## config.mk

```make
export PLATFORM = sky130hd
export DESIGN_NAME = mult_div_unit
export DESIGN_NICKNAME = d
export VERILOG_FILES = /design/src/rtl/mult_div_unit.sv
export SDC_FILE = /design/constraint.sdc
export NUM_CORES = 1
export LEC_CHECK = 0
export CAP_MARGIN = 40
export CORE_MARGIN = 2
export CORE_UTILIZATION = 41
export CTS_CLUSTER_DIAMETER = 50
export CTS_CLUSTER_SIZE = 30
export DETAILED_ROUTE_END_ITERATION = 12
export PLACE_DENSITY = 0.62
export SYNTH_ARGS = -nofsm -noshare
export SYNTH_HDL_FRONTEND = slang
export SYNTH_SLANG_ARGS = --single-unit
```

## constraint.sdc

```tcl
create_clock -name clk -period 6.1 [get_ports clk]
set_input_delay 1.22 -clock clk [delete_from_list [all_inputs] [get_ports clk]]
set_output_delay 1.22 -clock clk [all_outputs]
set_load 0.01 [all_outputs]
```

## src/rtl/mult_div_unit.sv

```systemverilog
// mult_div_unit: iterative MULT/MULTU/DIV/DIVU engine owning HI/LO, one bit per cycle.
// Optional MULTDIV_EARLY_TERM_EN skips iteration for zero multiplies and divide-by-zero.
module mult_div_unit #(
  parameter int WIDTH = 32
) (
  input  logic             clk,
  input  logic             rst,
  input  logic             start,
  input  logic [1:0]       op,
  input  logic [WIDTH-1:0] data1,
  input  logic [WIDTH-1:0] data2,
  input  logic             hi_we,
  input  logic             lo_we,
  input  logic [WIDTH-1:0] wdata,
  output logic             busy,
  output logic             done,
  output logic             div_by_zero,
  output logic [WIDTH-1:0] hi,
  output logic [WIDTH-1:0] lo
);
  localparam int CW = $clog2(WIDTH + 1);
  typedef enum logic [1:0] {IDLE, CALC, FIX} state_t;
  state_t           state;
  logic [1:0]       op_r;
  logic             s1, s2;
  logic [WIDTH-1:0] a, b;
  logic [2*WIDTH-1:0] p;
  logic [CW-1:0]    cnt;
  logic             in_s1, in_s2, early, ge, dz;
  logic [WIDTH-1:0] abs1, abs2, r, fix_hi, fix_lo;
  logic [WIDTH:0]   msum, rsh, rdiff;
  logic [2*WIDTH-1:0] p_next, prod;
  always_comb begin
    in_s1 = ~op[0] & data1[WIDTH-1];
    in_s2 = ~op[0] & data2[WIDTH-1];
    abs1 = in_s1 ? -data1 : data1;
    abs2 = in_s2 ? -data2 : data2;
`ifdef MULTDIV_EARLY_TERM_EN
    early = op[1] ? (data2 == '0) : (data1 == '0 || data2 == '0);
`else
    early = 1'b0;
`endif
    msum = {1'b0, p[2*WIDTH-1:WIDTH]} + (p[0] ? {1'b0, a} : '0);
    rsh = p[2*WIDTH-1:WIDTH-1];
    ge = rsh >= {1'b0, b};
    rdiff = rsh - {1'b0, b};
    p_next = op_r[1] ? {ge ? rdiff[WIDTH-1:0] : rsh[WIDTH-1:0], p[WIDTH-2:0], ge}
                     : {msum, p[WIDTH-1:1]};
    dz = b == '0;
    prod = (s1 ^ s2) ? -p : p;
    r = dz ? a : p[2*WIDTH-1:WIDTH];
    fix_hi = op_r[1] ? (s1 ? -r : r) : prod[2*WIDTH-1:WIDTH];
    fix_lo = op_r[1] ? (dz ? '1 : ((s1 ^ s2) ? -p[WIDTH-1:0] : p[WIDTH-1:0])) : prod[WIDTH-1:0];
  end
  always_ff @(posedge clk) begin
    if (rst) begin
      state <= IDLE;
      hi <= '0;
      lo <= '0;
      busy <= 1'b0;
      done <= 1'b0;
      div_by_zero <= 1'b0;
      cnt <= '0;
      op_r <= '0;
      s1 <= 1'b0;
      s2 <= 1'b0;
      a <= '0;
      b <= '0;
      p <= '0;
    end else begin
      done <= 1'b0;
      case (state)
        IDLE: begin
          if (hi_we) hi <= wdata;
          if (lo_we) lo <= wdata;
          if (start) begin
            op_r <= op;
            s1 <= in_s1;
            s2 <= in_s2;
            a <= abs1;
            b <= abs2;
            p <= early ? '0 : {{WIDTH{1'b0}}, op[1] ? abs1 : abs2};
            cnt <= CW'(WIDTH);
            busy <= 1'b1;
            state <= early ? FIX : CALC;
          end
        end
        CALC: begin
          p <= p_next;
          cnt <= cnt - 1'b1;
          if (cnt == CW'(1)) state <= FIX;
        end
        FIX: begin
          hi <= fix_hi;
          lo <= fix_lo;
          done <= 1'b1;
          busy <= 1'b0;
          if (op_r[1]) div_by_zero <= dz;
          state <= IDLE;
        end
        default: state <= IDLE;
      endcase
    end
  end
endmodule

```

==> flow_summary_export.csv <==
group,metric,value,unit
cells_and_area,fillers,4143,
detailed_routing,ant_nets,0,
clocking,cts_setup_buffers,0,
cells_and_area,syn2layout_area_growth,16.2,%
sta,max_freq,231,MHz
clocking,cts-resized-gates,0,
worst_setup_path,r2r-start,"b[8]$_SDFFE_PP0P_",
clocking,cts_buffers,27,
cells_and_area,postLayoutCoreUtil,48.3,%
hold_path,hp-class,"reg2reg",
worst_setup_path,r2r_cells,13,
cells_and_area,multi_input_area,12300,sq um
clocking,postCtsHoldBufs,0,
power,p_int,2.89,mW
sta,slew_violations,0,
die,core_area,41900,sq um
yosys,synth.avg_cell_area,7.37,sq um
die,initial_utilization,41.6,%
global_routing,antenna_found_initial,0,
clocking,cts_buffer_depth,3,
yosys,synth_edf_count,0,
die,num_rows,75,
detailed_routing,num_vias,18900,
worst_setup_path,path_buf_inv,1,
global_routing,grt_usage,30.4,%
yosys,synth_top_area_cell,"dfxtp_1",
placement,pre_cts_ws,1.87,ns
sta,setup_viol,0,
hold_path,hold_path_depth,2,
global_routing,grt-ovfl-total,0,
detailed_routing,drt_iter0_markers,1933,
cells_and_area,mostFrequentLayoutCell,"nor2_1",
yosys,netlist_area,17400,sq um
outcome,status,"complete, no violations",
worst_setup_path,slowest_delay,0.67,ns
clocking,cts-root-buf,"clkbuf_16",
clocking,path_clk_slew,0.07,ns
yosys,synth_nets,2542,
power,finalPower,4.57,mW
worst_setup_path,crit_chain,"nor4_1 > nand2_1 > or4_2 > mux2i_1 > ha_1 > inv_1 > or3_4 > nor4_1 > mux2i_1 > o31ai_2 > a21oi_1 > o311ai_1 > a211oi_2",
global_routing,grt_pass1_vias,17700,
sta,setup-tns-final,0,ns
worst_setup_path,cp.required,6.50,ns
hold_path,holdPathEnd,"hi[25]$_SDFFE_PP0P_",
yosys,synth_top_area_share,23.6,%
detailed_routing,drt-total-wl,69.9,mm
worst_setup_path,cp_max_fo,5,
sta,clock_skew,0.0143,ns
cells_and_area,fin_nets,2590,
global_routing,grt_max_degree,85,
cells_and_area,regArea,4130,sq um
sta,finalHoldViolCount,0,
yosys,yosys_warnings,0,
placement,dp_hpwl,54.2,mm
worst_setup_path,startpoint_type,"flop",
worst_setup_path,critical_path_depth,13,
yosys,syn_inst,2367,
power,pwr-share-comb,29.7,%
cells_and_area,antenna-diode-count,0,
power,power_density,226,nW/um^2
hold_path,min_from,"hi[25]$_SDFFE_PP0P_",
cells_and_area,mostFrequentLayoutCells,"245 x nor2_1, 223 x nand2_1, 210 x a21oi_1",
power,p_sw_share,36.7,%
worst_setup_path,r2r_setup_slack,1.78,ns
yosys,ys_types,95,
clocking,insertion_delay,0.56,ns
yosys,synth_top_flop_cell,"dfxtp_1",
yosys,synth_area_leaders,"dfxtp_1 24%, a21oi_1 6.0%, nor2_1 5.3%",
power,power.share.clock,34.5,%
sta,hold_ws,0.461,ns
clocking,cts_tree,"yes",
detailed_routing,dr.pass1.iters,6,
clocking,ctsHtreeMaxLevel,1,
worst_setup_path,crit_slowest_cell,"or4_2",
detailed_routing,vias_per_cell,6.35,
yosys,ys_seq_area_share,23.6,%
placement,port_buffers,169,
sta,setup_slack,1.78,ns
worst_setup_path,rr_endpoint,"hi[30]$_SDFFE_PP0P_",
run,cap_violations,0,
yosys,ys_ff_latch,206,
placement,gp_congestion,0.967,
power,power.switching,1.68,mW
worst_setup_path,critical-path-top-delay-family,"simple AND/OR/NAND/NOR gates",
power,seq_power_share,35.8,%
sta,worstMarginPinSlew,0.897,ns
sta,relSlewSlack,40.2,%
die,ios,170,
global_routing,grt_pass1_wl,105,mm
worst_setup_path,cp-end-kind,"flop",
sta,finalCritPeriodShare,70.9,%
power,leakage,7.85,nW
cells_and_area,drive_above_1_share,5.91,%
sta,fin_crit,4.32,ns
die,die_area,44200,sq um
detailed_routing,route.detailed.drc,0,
die,fp.dieW,210,microns
worst_setup_path,critPathKind,"reg2reg",
power,ir_worst_vdd,0.191,mV
detailed_routing,routedWlPerCell,23.5,microns
sta,rsz0062_at_grt,"no",
die,die_h,210,microns
clocking,clock_sinks,206,
yosys,synthArstFlopShare,0,%
worst_setup_path,cp.arrival,4.73,ns
## through the flow
| step | area [sq um] | instances |
|---|---|---|
| 2_1_floorplan | 17400 | 2367 |
| 3_3_place_gp | 19300 | 2924 |
| 3_5_place_dp | 19400 | 2925 |
| 4_1_cts | 20300 | 2974 |
| 5_1_grt | 20300 | 2974 |
| 6_report | 20300 | 2974 |
## metal layers
layer / vias to the layer above / GRT usage, % / part of all wire, %
li1: 8756 / - / -
met1: 9091 / 41.9 / 44
met2: 877 / 49.4 / 46
met3: 155 / 3.29 / 6.9
met4: 0 / 10.5 / 3.5
met5: - / 0 / 0
## synthesized netlist by cell type (12+ instances only)
| master | number |
|---|---|
| a211oi_1 | 99 |
| a21o_1 | 22 |
| a21oi_1 | 210 |
| a22oi_1 | 21 |
| a311oi_1 | 14 |
| a31oi_1 | 38 |
| and2_1 | 42 |
| and3_1 | 18 |
| buf_1 | 15 |
| buf_2 | 13 |
| clkbuf_1 | 145 |
| dfxtp_1 | 206 |
| ha_1 | 70 |
| inv_1 | 76 |
| mux2i_1 | 81 |
| nand2_1 | 223 |
| nand3_1 | 36 |
| nand4_1 | 16 |
| nor2_1 | 248 |
| nor2b_1 | 12 |
| nor3_1 | 71 |
| nor4_1 | 46 |
| o211ai_1 | 28 |
| o21a_1 | 14 |
| o21ai_0 | 138 |
| o21ai_1 | 24 |
| o21bai_1 | 14 |
| o31ai_1 | 17 |
| or3_1 | 24 |
| or4_1 | 17 |
| xnor2_1 | 102 |
| xor2_1 | 76 |
## flip-flops by register name (all words and copies together) (netlist names)
register and cells:
busy 1, state 2, cnt 6, op_r 1, s2 1, lo 32, done 1, a 32
s1 1, p 64, b 32, div_by_zero 1, hi 32
## cell type report
class | instances | share of cell area, %
clock buffer | 30 | 3.49
tap | 539 | 3.33
timing repair buffer | 199 | 9.55
clock inverter | 19 | 0.852
inverter | 77 | 1.43
sequential | 206 | 20.4
multi-input combinational | 1904 | 61.0
## cells by family (layout without fill, tap and decap cells)
logic type | count (synthesis) | in the layout | share of synthesized area, %
simple gates | 815 | 815 | 23.0
flops | 206 | 206 | 23.6
fa+ha+maj | 72 | 72 | 5.25
xor+xnor | 178 | 178 | 8.94
compound gates | 747 | 747 | 27.8
buf+inv | 257 | 325 | 5.79
mux | 92 | 92 | 5.55
## worst min-delay path: cells and delay by family, from the launching register on
| family | cells | cell delay, ns |
|---|---|---|
| AO/OA/AOI/OAI | 1 | 0.05 |
| flip-flops | 1 | 0.31 |
| AND/OR/NAND/NOR | 1 | 0.05 |
## how the worst max path moves through the flow
stage                       start                  end  slack (ns)
6_report        b[8]$_SDFFE_PP0P_  hi[30]$_SDFFE_PP0P_        1.78
2_1_floorplan  b[26]$_SDFFE_PP0P_  hi[26]$_SDFFE_PP0P_        2.16
4_1_cts         b[8]$_SDFFE_PP0P_  hi[30]$_SDFFE_PP0P_        1.85
3_3_place_gp    b[8]$_SDFFE_PP0P_  hi[30]$_SDFFE_PP0P_        1.91
3_5_place_dp    b[8]$_SDFFE_PP0P_  hi[30]$_SDFFE_PP0P_        1.87
5_1_grt         b[5]$_SDFFE_PP0P_  hi[30]$_SDFFE_PP0P_        1.46
## power by group through the flow
stage	logic, mW	registers, mW	clock network, mW
floorplan	0.877	1.58	0
global placement	1.31	1.66	0
detailed placement	1.33	1.66	0
CTS	1.33	1.63	1.59
global route	1.46	1.64	1.64
finish	1.36	1.64	1.58
No activity file was read; power rests on OpenSTA's default activity.
